--- src/rtl/tetris_cmd_arbiter.sv ---
// tetris_cmd_arbiter: merges PS/2 set-2 scan codes and debounced button
// pulses into one ordered command stream for the game controller.
// Commands are one-hot: bit0 rotate, bit1 down, bit2 left, bit3 right.
// Optional feature macro: TETRIS_CMD_ARBITER_AUTO_REPEAT_EN re-enqueues a held
// PS/2 key REPEAT_DELAY cycles after its make, then every REPEAT_PERIOD cycles.
module tetris_cmd_arbiter #(
  parameter int FIFO_DEPTH    = 4,
  parameter int REPEAT_DELAY  = 50_000_000,
  parameter int REPEAT_PERIOD = 10_000_000
) (
  input  logic                          clk,
  input  logic                          rst,
  input  logic [7:0]                    ps2_data,
  input  logic                          ps2_valid,
  input  logic [3:0]                    btn_pulse,
  input  logic                          cmd_ready,
  output logic                          cmd_valid,
  output logic [3:0]                    cmd_op,
  output logic [7:0]                    last_code,
  output logic [3:0]                    led,
  output logic [$clog2(FIFO_DEPTH):0]   fifo_count,
  output logic [7:0]                    drop_cnt
);

  localparam int PTR_W = $clog2(FIFO_DEPTH);
  localparam int CNT_W = PTR_W + 1;

  if (FIFO_DEPTH < 2 || (FIFO_DEPTH & (FIFO_DEPTH - 1)) != 0) begin : g_bad_depth
    $error("FIFO_DEPTH must be a power of 2 and at least 2");
  end
  if (REPEAT_DELAY < 1 || REPEAT_PERIOD < 1) begin : g_bad_repeat
    $error("REPEAT_DELAY and REPEAT_PERIOD must be positive");
  end

  typedef enum logic [1:0] {IDLE, EXT, BRK, EXT_BRK} parse_state_t;

  parse_state_t     state, state_nxt;
  logic [3:0]       ps2_op;
  logic             brk_match;
  logic             held_valid, held_ext;
  logic [7:0]       held_code;
  logic [3:0]       skid_op, skid_nxt;
  logic [3:0]       btn_op;
  logic             btn_any;
  logic [2:0]       btn_extra;
  logic [3:0]       arb_op, wr_op;
  logic             lost;
  logic             rpt_fire;
  logic [3:0]       rpt_op;
  logic [3:0]       mem [FIFO_DEPTH];
  logic [PTR_W-1:0] wr_ptr, rd_ptr;
  logic             full, pop, wr_en, full_drop;
  logic [2:0]       drop_inc;
  logic [8:0]       drop_sum;

  // Set-2 make code (plain or E0-extended) to one-hot command; 0 if unmapped.
  function automatic logic [3:0] map_code(input logic [7:0] code, input logic ext);
    logic [3:0] op;
    op = 4'b0000;
    if (ext) begin
      case (code)
        8'h75:   op = 4'b0001;
        8'h72:   op = 4'b0010;
        8'h6B:   op = 4'b0100;
        8'h74:   op = 4'b1000;
        default: op = 4'b0000;
      endcase
    end else begin
      case (code)
        8'h1D:   op = 4'b0001;
        8'h1B:   op = 4'b0010;
        8'h1C:   op = 4'b0100;
        8'h23:   op = 4'b1000;
        default: op = 4'b0000;
      endcase
    end
    return op;
  endfunction

  // Parser state register.
  always_ff @(posedge clk) begin
    // NOTE: sequential state uses non-blocking assignments so every register
    // samples the pre-edge values, independent of block ordering.
    if (rst) state <= IDLE;
    else     state <= state_nxt;
  end

  // Parser next state: advances only on a received byte.
  always_comb begin
    // NOTE: every combinational output gets a default first, so no path can
    // leave it unassigned and infer a latch.
    state_nxt = state;
    if (ps2_valid) begin
      case (state)
        IDLE:    state_nxt = (ps2_data == 8'hE0) ? EXT :
                             (ps2_data == 8'hF0) ? BRK : IDLE;
        EXT:     state_nxt = (ps2_data == 8'hF0) ? EXT_BRK : IDLE;
        default: state_nxt = IDLE;
      endcase
    end
  end

  // Parser outputs: make command and break-matches-held-key flag.
  always_comb begin
    ps2_op    = '0;
    brk_match = 1'b0;
    if (ps2_valid) begin
      case (state)
        IDLE:         ps2_op = map_code(ps2_data, 1'b0);
        EXT:          ps2_op = map_code(ps2_data, 1'b1);
        BRK, EXT_BRK: brk_match = held_valid && (held_ext == (state == EXT_BRK))
                                  && (ps2_data == held_code);
        default:      ;
      endcase
    end
  end

  // Button priority: the lowest set bit wins, the rest are counted as drops.
  always_comb begin
    btn_any   = (btn_pulse != 4'b0000);
    btn_op    = btn_pulse & (~btn_pulse + 4'd1);
    btn_extra = 3'(btn_pulse[0]) + 3'(btn_pulse[1]) + 3'(btn_pulse[2])
              + 3'(btn_pulse[3]) - (btn_any ? 3'd1 : 3'd0);
  end

  // Write arbitration: skid, then button, then PS/2. The runner-up goes to
  // the skid register and a third contender is lost.
  always_comb begin
    arb_op   = '0;
    skid_nxt = '0;
    lost     = 1'b0;
    if (skid_op != 4'b0000) begin
      arb_op = skid_op;
      if (btn_any) begin
        skid_nxt = btn_op;
        lost     = (ps2_op != 4'b0000);
      end else begin
        skid_nxt = ps2_op;
      end
    end else if (btn_any) begin
      arb_op   = btn_op;
      skid_nxt = ps2_op;
    end else begin
      arb_op = ps2_op;
    end
    wr_op = (arb_op != 4'b0000) ? arb_op : (rpt_fire ? rpt_op : 4'b0000);
  end

`ifdef TETRIS_CMD_ARBITER_AUTO_REPEAT_EN
  logic [31:0] rpt_cnt;
  logic        rpt_first_done;

  assign rpt_op   = map_code(held_code, held_ext);
  assign rpt_fire = held_valid &&
                    (rpt_cnt == (rpt_first_done ? 32'(REPEAT_PERIOD) : 32'(REPEAT_DELAY)));

  // Repeat timer: counts cycles since the make or since the last repeat.
  always_ff @(posedge clk) begin
    if (rst || brk_match) begin
      rpt_cnt        <= '0;
      rpt_first_done <= 1'b0;
    end else if (ps2_op != 4'b0000) begin
      rpt_cnt        <= 32'd1;
      rpt_first_done <= 1'b0;
    end else if (rpt_fire) begin
      rpt_cnt        <= 32'd1;
      rpt_first_done <= 1'b1;
    end else if (held_valid) begin
      rpt_cnt <= rpt_cnt + 32'd1;
    end
  end
`else
  assign rpt_op   = 4'b0000;
  assign rpt_fire = 1'b0;
`endif

  // FIFO handshake and drop accounting.
  always_comb begin
    cmd_valid = (fifo_count != '0);
    cmd_op    = cmd_valid ? mem[rd_ptr] : 4'b0000;
    full      = (fifo_count == CNT_W'(FIFO_DEPTH));
    pop       = cmd_valid && cmd_ready;
    full_drop = (wr_op != 4'b0000) && full && !pop;
    wr_en     = (wr_op != 4'b0000) && !full_drop;
    drop_inc  = btn_extra + 3'(lost) + 3'(full_drop);
    drop_sum  = {1'b0, drop_cnt} + 9'(drop_inc);
  end

  // FIFO storage.
  always_ff @(posedge clk) begin
    // NOTE: the storage array is not reset; fifo_count gates cmd_op, so stale
    // entries are never visible.
    if (wr_en) mem[wr_ptr] <= wr_op;
  end

  // Control registers: pointers, occupancy, skid, held key, status outputs.
  always_ff @(posedge clk) begin
    if (rst) begin
      wr_ptr     <= '0;
      rd_ptr     <= '0;
      fifo_count <= '0;
      skid_op    <= '0;
      held_valid <= 1'b0;
      held_ext   <= 1'b0;
      held_code  <= '0;
      last_code  <= '0;
      led        <= '0;
      drop_cnt   <= '0;
    end else begin
      if (wr_en) begin
        wr_ptr <= wr_ptr + PTR_W'(1);
        led    <= wr_op;
      end
      if (pop) rd_ptr <= rd_ptr + PTR_W'(1);
      if (wr_en && !pop)      fifo_count <= fifo_count + CNT_W'(1);
      else if (!wr_en && pop) fifo_count <= fifo_count - CNT_W'(1);
      skid_op <= skid_nxt;
      if (ps2_op != 4'b0000) begin
        held_valid <= 1'b1;
        held_code  <= ps2_data;
        held_ext   <= (state == EXT);
      end else if (brk_match) begin
        held_valid <= 1'b0;
      end
      if (ps2_valid && ps2_data != 8'hE0 && ps2_data != 8'hF0) last_code <= ps2_data;
      drop_cnt <= (drop_sum > 9'd255) ? 8'd255 : drop_sum[7:0];
    end
  end

endmodule

--- config.mk ---
export PLATFORM = sky130hd
export DESIGN_NAME = tetris_cmd_arbiter
export DESIGN_NICKNAME = d
export VERILOG_FILES = /design/src/rtl/tetris_cmd_arbiter.sv
export SDC_FILE = /design/constraint.sdc
export NUM_CORES = 1
export LEC_CHECK = 0
export ABC_AREA = 1
export CORE_ASPECT_RATIO = 0.6
export CORE_MARGIN = 3
export CORE_UTILIZATION = 66
export CTS_BUF_LIST = sky130_fd_sc_hd__clkbuf_4
export DETAILED_ROUTE_END_ITERATION = 10
export DONT_BUFFER_PORTS = 1
export GPL_TIMING_DRIVEN = 0
export PLACE_DENSITY = 0.83
export SLEW_MARGIN = 20
export SYNTH_ARGS = -nofsm -noshare
export SYNTH_HDL_FRONTEND = slang
export SYNTH_SLANG_ARGS = --single-unit
export TNS_END_PERCENT = 30
--- constraint.sdc ---
create_clock -name clk -period 4.9 [get_ports clk]
set_input_delay 0.49 -clock clk [delete_from_list [all_inputs] [get_ports clk]]
set_output_delay 0.49 -clock clk [all_outputs]
set_load 0.01 [all_outputs]
# Word level (Yosys, flattened, before mapping)
# Memories as Yosys holds them, arrays and structs flattened. A register that Yosys moved wholly into a read port is not among the register bits.
# Index checks and enable logic that the tools add are counted.
[word_totals]
output_inout_bits = 28
reg_bits = 33
word_cells = 81
ram_bits = 16
mem_count = 1
input_bits = 16
[op_classes]
n_reduce_logical = 19
add_sub_neg = 12
n_bitwise = 2
order_cmp = 1
n_eq_ne = 14
n_mux = 24
[memory_table]
columns = ["memory", "words", "word_bits", "rd", "rd_clocked_by_memory_dff", "wr", "line_no", "rtl"]
rows = [
  ["mem", 4, 4, 1, 1, 1, "50", "logic [3:0] mem [FIFO_DEPTH];"],
]
[ops]
columns = ["operator", "n"]
rows = [
  ["8-bit by 7-bit equality test with 1-bit output (second input constant)", 4],
  ["4-bit case mux with 4 select lines", 2],
  ["4-bit 2-to-1 mux", 7],
  ["8-bit by 5-bit equality test with 1-bit output (second input constant)", 3],
  ["4-bit nonzero test", 5],
  ["8-bit equality test (second input constant)", 2],
  ["8-bit != test (second input constant)", 2],
  ["2-bit 2-to-1 mux", 5],
  ["3-bit by 1-bit adder with 3-bit output", 3],
  ["8-bit by 3-bit adder with 9-bit output", 1],
  ["9-bit by 8-bit greater-than comparator with 1-bit output (second input constant)", 1],
  ["8-bit by 6-bit equality test with 1-bit output (second input constant)", 1],
  ["1-bit logical AND", 8],
  ["8-bit 2-to-1 mux", 1],
  ["4-bit case mux with 2 select lines", 1],
  ["3-bit 2-to-1 mux", 2],
  ["1-bit 2-to-1 mux", 5],
  ["2-bit by 1-bit adder with 2-bit output (second input constant)", 2],
  ["4-bit by 1-bit adder with 4-bit output (second input constant)", 1],
  ["4-bit bitwise AND", 1],
  ["4-bit inverter", 1],
  ["2-bit case mux with 2 select lines", 1],
  ["2-bit by 1-bit adder with 3-bit output", 1],
  ["3-bit by 1-bit adder with 3-bit output (second input constant)", 1],
  ["other kinds (9)", 11],
]

# Longest topological paths before layout
# Gate-level depths: netlist of the first run.
[depth]
word_depth = 17
depth_mapped = 25
depth_no_buf = 25

# Least setup slack after synthesis of the first run
# Ideal clock, no wire load.
[synth_path]
path_type = "input -> register"
start = "input port btn_pulse[0]"
end = "register drop_cnt[5]"
setup_slack_ns = 0.796
cell_stages = 20
arrival_ns = 4.034
required_ns = 4.830
path_cell_list = "nor2_1 nand2_1 nor2_4 inv_1 ha_1 inv_1 fa_1 inv_1 fa_1 inv_1 ha_1 fa_1 xor2_1 ha_1 nand2_1 a21oi_1 nand3_1 nor2_1 nand2_1 a21oi_1"
[synth_via]
elab_chain_len = 14
word_cells_on_any_way = 23
classes_between = "add/sub: 8; order compare: 1; mux: 7; bitwise: 2; reduce/logical: 5"
[synth_rtl]
columns = ["item", "line_no", "rtl"]
rows = [
  ["start, declared", "15", "input logic [3:0] btn_pulse,"],
  ["parallel branches: the longest is 10 deep, another holds 2-bit by 1-bit adder with 3-bit output", "--", ""],
  ["3-bit by 1-bit adder with 3-bit output (*)", "185", "drop_inc = btn_extra + 3'(lost) + 3'(full_drop);"],
  ["8-bit by 3-bit adder with 9-bit output (*)", "186", "drop_sum = {1'b0, drop_cnt} + 9'(drop_inc);"],
  ["9-bit by 8-bit greater-than comparator with 1-bit output", "226", "drop_cnt <= (drop_sum > 9'd255) ? 8'd255 : drop_sum[7:0];"],
  ["8-bit 2-to-1 mux (*)", "226", ""],
  ["end signal, assigned", "226", ""],
  ["end, declared", "22", "output logic [7:0] drop_cnt"],
]
# Mark *: on every way between the ends.
# A chain may end at the register's enable or synchronous reset.

# Worst setup path in the final report of the first run
[layout_path]
start = "register state[1]"
end = "register drop_cnt[4]"
[layout_via]
elab_chain_len = 14
word_cells_on_any_way = 19
classes_between = "add/sub: 3; order compare: 1; eq/ne: 1; mux: 8; reduce/logical: 6"
[layout_rtl]
columns = ["item", "line_no", "rtl"]
rows = [
  ["start, declared", "37", "parse_state_t state, state_nxt;"],
  ["start signal, assigned", "85", "else state <= state_nxt;"],
  ["2-bit by 1-bit equality test with 1-bit output / 2-bit logical NOT (equally long branches)", "108", "case (state)"],
  ["4-bit case mux with 2 select lines (*)", "108", ""],
  ["4-bit 2-to-1 mux (*)", "107", "if (ps2_valid) begin"],
  ["4-bit 2-to-1 mux", "140", "end else if (btn_any) begin"],
  ["4-bit 2-to-1 mux", "132", "if (skid_op != 4'b0000) begin"],
  ["4-bit nonzero test", "146", "wr_op = (arb_op != 4'b0000) ? arb_op : (rpt_fire ? rpt_op : 4'b0000);"],
  ["4-bit 2-to-1 mux", "146", ""],
  ["4-bit nonzero test", "183", "full_drop = (wr_op != 4'b0000) && full && !pop;"],
  ["1-bit logical AND (2 in a row)", "183", ""],
  ["3-bit by 1-bit adder with 3-bit output (*)", "185", ""],
  ["8-bit by 3-bit adder with 9-bit output (*)", "186", ""],
  ["9-bit by 8-bit greater-than comparator with 1-bit output", "226", ""],
  ["8-bit 2-to-1 mux (*)", "226", ""],
]
# Mark *: on every way between the ends. The rest lies on a longest branch, timed or not.

==> results.yml, run 1 <==
floorplan:
  die_width_microns: 89.8
  row_count: 17
  die-height_microns: 56.3
  initial_utilization: 0.721
  pin_count: 44
  die-area_sq_um: 5050
  placeableCoreArea_sq_um: 3850
synthesis:
  syn_inst: 353
  ys_seq_area_frac: 0.425
  synth_cell_type_count: 30
  xor_xnor_portion_of_the_synthesized_cell_area: 0.0189
  synth_simple_gate_area_frac: 0.254
  post_synth_instance_area_sq_um: 2780
  complex_gate_fraction_of_the_synthesized_area: 0.118
  muxShareOfSynthArea: 0
  synthesis.yosys.warnings: 0
  edff_count_synth: 16
  synth.ff_latch_count: 51
  synth.net_count: 385
  synth-async-reset-ratio: 0
  syn-mean-instance-area_sq_um: 7.87
  main_combinational_cell_family_by_area_after_synthesis: "simple AND/OR/NAND/NOR gates"
  synth_top_flop_cell: "dfxtp_1"
  synth_adder_area_share: 0.0856
critical_path:
  crit_path_end: "drop_cnt[4]"
  max_stage_delay_ns: 0.50
  ff2ff_path_depth: 21
  r2r-end: "drop_cnt[4]"
  worst-endpoint-arrival_ns: 4.61
  timing.critical_path.cells: "inv_2 > nand2_1 > nor2_2 > nand3_1 > a21oi_1 > a21oi_1 > a311oi_1 > fa_1 > inv_1 > fa_1 > inv_1 > ha_1 > fa_1 > xor2_1 > ha_1 > nand2_1 > a21oi_1 > nand3_1 > nor2_1 > nand2_1 > a21oi_1"
  timing.critical_path.slowest_stage_cell: "fa_1"
  critical_path.startpoint: "state[1]"
  start_kind: "register"
  worstReg2RegStart: "state[1]"
  path_class: "register to register"
  data_required_time_of_the_critical_path_ns: 5.20
  critical_path.endpoint_type: "register"
  timing.reg2reg.setup_slack_ns: 0.59
  worst_path_most_repeated_cell: "a21oi_1"
  critPathMaxFanout: 7
power:
  leakagePower_nw: 1.28
  power_density_nw_per_um2: 378
  worst_ir_drop_vdd_mv: 0.246
drt:
  remaining_drc_errors: 0
  totalWireLength_microns: 5770
  viasPerCell: 5.44
  detail_route.first_pass.iterations: 7
  drt_iter0_drc: 176
  antenna_violating_nets_post_route: 0
  routed_wire_length_per_instance_microns: 13.8
  via_count: 2276
clock_tree:
  cts.sinks: 51
  cts.path.max_buffers: 2
  cts_buf_count: 5
  path_clk_slew_ns: 0.15
  insertion_delay_ns: 0.37
  cts_root_buffer: "clkbuf_4"
  post-cts-setup-buffer-count: 0
  postCtsResizedCells: 0
  cts_tree: "built"
  holdBufCountCts: 0
  htree_num_levels: 2
sta:
  grt_setup_unrepaired: "false"
  layout_worst_path_cycle_share: 0.880
  worst_clk_skew_ns: 0.0163
  timing_limited_maximum_frequency_mhz: 232
  hold_viol: 0
  slew_headroom: 0.643
  slew_viol_final: 0
  timing_worst_slew_pin_value_ns: 0.531
  timing.final.crit_period_ns: 4.31
  setup-tns-final_ns: 0
  fin_ws_ns: 0.587
  report.final.setup_viol: 0
layout:
  nets_final: 392
  final_layout_size_suffix_gt1_frac: 0.102
  final_instance_area_sq_um: 2910
  final_core_utilization: 0.755
  antenna_cells_inserted: 0
  area.growth.synth_to_final_pct: 4.59
global_routing:
  number_of_global_route_vias_before_repair: 2180
  grt_start_max_net_pins: 17
  grt-ovfl-total: 0
  gr-usage-all-layers: 0.244
  grt_pass1_wl_microns: 9800
  grt_antenna_before_repair: 0
placement:
  port-buffer-count: 0
  dpl-instance-area_sq_um: 2850
  pre_cts_ws_ns: 0.426
  gp_routability_congestion: 0.992
  dp_hpwl_microns: 4650
run_status:
  result_of_the_run: "completed"
flow_run:
  drv.max_cap_violation_count: 0
worst_hold_path:
  timing.hold.worst.class: "input port to register"
[sequential cells by signal (all words and copies together) (netlist names), 3 cells and up, named ones only]
register    count
fifo_count      3
skid_op         4
mem            16
led             4
last_code       8
drop_cnt        8
[where the power goes]
| part | leakage (nW) | internal (W) | switching [W] |
|---|---|---|---|
| combinational | 0.807 | 0.000120 | 0.000222 |
| sequential | 0.439 | 0.000503 | 0.0000637 |
| clock | 0.0332 | 0.0000559 | 0.000132 |
| total | 1.28 | 0.000679 | 0.000418 |
[per-layer routing]
metal | share of wire | vias up | wire length (microns) | track usage
li1 | - | 1142 | - | -
met1 | 0.47 | 1030 | 2730 | 0.344
met2 | 0.41 | 99 | 2380 | 0.365
met3 | 0.11 | 5 | 618 | 0.0790
met4 | 0.0056 | 0 | 32 | 0.0611
met5 | 0 | - | 0 | 0
[layout make-up]
cell class              count  area (sq um)
well taps                  57          71.3
flip-flops and latches     51          1180
clock inverters             3          18.8
multi-input cells         232          1320
clock buffers               5          37.5
plain buffers               5          23.8
fillers                   300           945
inverters                  65           249
[critical path, delay by kind of cell (launching register included)]
family / cells / cell delay, ns
flops: 1 / 0.34
xor+xnor: 1 / 0.15
fa+ha+maj: 5 / 1.66
buf+inv: 3 / 0.16
compound gates: 5 / 1.04
simple gates: 7 / 0.88
[cell families (layout without fill, tap and decap cells)]
kind of cell	count (synthesis)	count (layout)
XOR/XNOR	6	6
AND/OR/NAND/NOR	147	147
buffers and inverters	70	78
flip-flops	51	51
AO/OA/AOI/OAI	63	63
adder cells (fa/ha/maj)	16	16
[cell usage in the layout (no fill, tap or decap), types with 11 or more instances in the layout]
master,n
inv_1,61
nand2_1,53
nor2_1,39
dfxtp_1,35
a21oi_1,34
o21ai_0,25
nand3_1,22
edfxtp_1,16
nor2_2,12
ha_1,11
[cell usage after synthesis, types with 5 or more instances]
cell type | instances | area [sq um]
inv_1 | 61 | 229
nand2_1 | 53 | 199
nor2_1 | 39 | 146
dfxtp_1 | 35 | 701
a21oi_1 | 34 | 170
o21ai_0 | 25 | 125
nand3_1 | 22 | 110
edfxtp_1 | 16 | 480
nor2_2 | 12 | 75.1
ha_1 | 11 | 138
fa_1 | 5 | 100
nand2_2 | 5 | 31.3
nand3b_1 | 5 | 37.5
[worst min path at each step]
stage	startpoint	to	slack, ns	depth (start not counted)
floorplan	rd_ptr[1]	register	0.44	2
global placement	rd_ptr[1]	register	0.45	2
detailed placement	rd_ptr[1]	register	0.46	2
CTS	rst	skid_op[0]	0.16	1
global route	rst	skid_op[0]	0.13	1
finish	rst	skid_op[0]	0.17	1
[per-stage QoR]
step	instances	total power (W)	hold slack [ns]
after floorplan	353	0.000839	0.436
after global placement	410	0.000896	0.449
after detailed placement	410	0.000917	0.459
after CTS	418	0.00110	0.157
after global routing	418	0.00118	0.128
final	418	0.00110	0.167
(Power assumes the default switching activity.)
==> run 2, diff against run 1 <==
Settings changed: MAX_ROUTING_LAYER set to met4, TNS_END_PERCENT 30 to 20.
==> run 2 against run 1 <==
Compared with the run above: fmax decreased by 1.1%; clock skew decreased by 0.0071 ns; sequential cell count unchanged; cell count unchanged; largest cell class unchanged.
==> results.yml, run 2 (synthesis gave the netlist of run 1 again) <==
sta:
  layout_worst_path_cycle_share: 0.890
  timing_worst_slew_pin_value_ns: 0.543
  timing.final.crit_period_ns: 4.36
  grt_setup_unrepaired: "false"
  timing_limited_maximum_frequency_mhz: 229
  worst_clk_skew_ns: 0.00920
  setup-tns-final_ns: 0
  slew_headroom: 0.635
  hold_viol: 0
  report.final.setup_viol: 0
  slew_viol_final: 0
floorplan:
  pin_count: 44
  initial_utilization: 0.721
  die-height_microns: 56.3
  placeableCoreArea_sq_um: 3850
  row_count: 17
  die_width_microns: 89.8
  die-area_sq_um: 5050
run_status:
  result_of_the_run: "completed"
global_routing:
  number_of_global_route_vias_before_repair: 2263
  grt_antenna_before_repair: 0
  grt_pass1_wl_microns: 10300
  grt_start_max_net_pins: 15
  gr-usage-all-layers: 0.264
  grt-ovfl-total: 0
placement:
  dp_hpwl_microns: 4590
  gp_routability_congestion: 1.01
  port-buffer-count: 0
drt:
  antenna_violating_nets_post_route: 0
  viasPerCell: 5.39
  routed_wire_length_per_instance_microns: 14.0
  totalWireLength_microns: 5840
  via_count: 2254
  detail_route.first_pass.iterations: 5
  remaining_drc_errors: 0
  drt_iter0_drc: 160
layout:
  area.growth.synth_to_final_pct: 4.64
  regMostFlops: "mem"
  nets_final: 392
  layout_commonest_cell: "inv_1"
  largest_register_ffs: 16
  antenna_cells_inserted: 0
  final_layout_size_suffix_gt1_frac: 0.105
  layout_top_registers: "mem: 16 flops, drop_cnt: 8 flops, last_code: 8 flops"
  layout.cells.most_common_list: "inv_1 (61), nand2_1 (53), nor2_1 (39)"
power:
  worst_ir_drop_vdd_mv: 0.242
  leakagePower_nw: 1.28
  power_density_nw_per_um2: 379
  total_power_w: 0.00110
critical_path:
  critical_path.endpoint_type: "register"
  critPathMaxFanout: 7
  timing.reg2reg.setup_slack_ns: 0.54
  path_class: "register to register"
  worst-endpoint-arrival_ns: 4.60
  start_kind: "register"
  data_required_time_of_the_critical_path_ns: 5.14
clock_tree:
  post-cts-setup-buffer-count: 0
  path_clk_slew_ns: 0.14
  htree_num_levels: 2
  insertion_delay_ns: 0.37
  postCtsResizedCells: 0
  cts.sinks: 51
  cts_tree: "built"
  cts_root_buffer: "clkbuf_4"
  cts.path.max_buffers: 2
  cts_buf_count: 5
  holdBufCountCts: 0
flow_run:
  drv.max_cap_violation_count: 0
worst_hold_path:
  timing.hold.worst.class: "input port to register"
[run 2: final timing paths]
kind              startpoint     endpoint  cells past startpoint
setup / recovery    state[0]  drop_cnt[1]                     20
hold / removal           rst   skid_op[0]                      1
setup reg to reg    state[0]  drop_cnt[1]                     20
hold reg to reg    rd_ptr[1]    rd_ptr[1]                      2
[run 2: worst max-delay path, cell delays in order, from the launching register on]
cell      delay [ns]
dfxtp_1         0.34
inv_1           0.07
nand2_1         0.10
nor2_1          0.18
nand2_1         0.10
o21ai_0         0.20
a21oi_1         0.10
a311oi_1        0.38
fa_1            0.49
inv_1           0.08
fa_1            0.41
inv_1           0.07
ha_1            0.15
fa_1            0.45
fa_1            0.44
nand2_1         0.07
a21oi_1         0.09
nand3_1         0.13
nor2_1          0.05
nand2_1         0.19
a21oi_1         0.12
[run 2: power by group]
group | internal, W | switching, W | leakage, nW
Clock | 0.0000673 | 0.000127 | 0.0361
Combinational | 0.000119 | 0.000222 | 0.807
Sequential | 0.000503 | 0.0000641 | 0.439
[run 2: routing by layer]
layer  GRT usage  part of all wire
met1       0.351              0.46
met2       0.384              0.41
met3      0.0897              0.11
met4      0.0808             0.014
met5           -                 0
[run 2: metrics by stage]
stage	hold WS, ns	setup WS, ns	cells	instance area [sq um]	utilization
after floorplan	0.436	0.796	353	2780	-
after global routing	0.143	0.0724	418	2910	0.755
after global placement	0.450	0.513	410	2850	0.740
after detailed placement	0.477	0.462	410	2850	0.740
final	0.163	0.539	418	2910	0.755
after CTS	0.156	0.575	418	2910	0.755
[run 2: cell type report]
cell class                      instances  area (sq um)
Buffer                                  5          23.8
Tap cell                               57          71.3
Clock buffer                            7          52.6
Clock inverter                          1          5.00
Fill cell                             294           943
Inverter                               65           249
Multi-Input combinational cell        232          1320
Sequential cell                        51          1180
==> run 3, diff against run 2 <==
Settings changed: CTS_CLUSTER_DIAMETER set to 150.
==> results of run 3 <==
No change in the layout: final DEF, timing and power equal those of run 2.
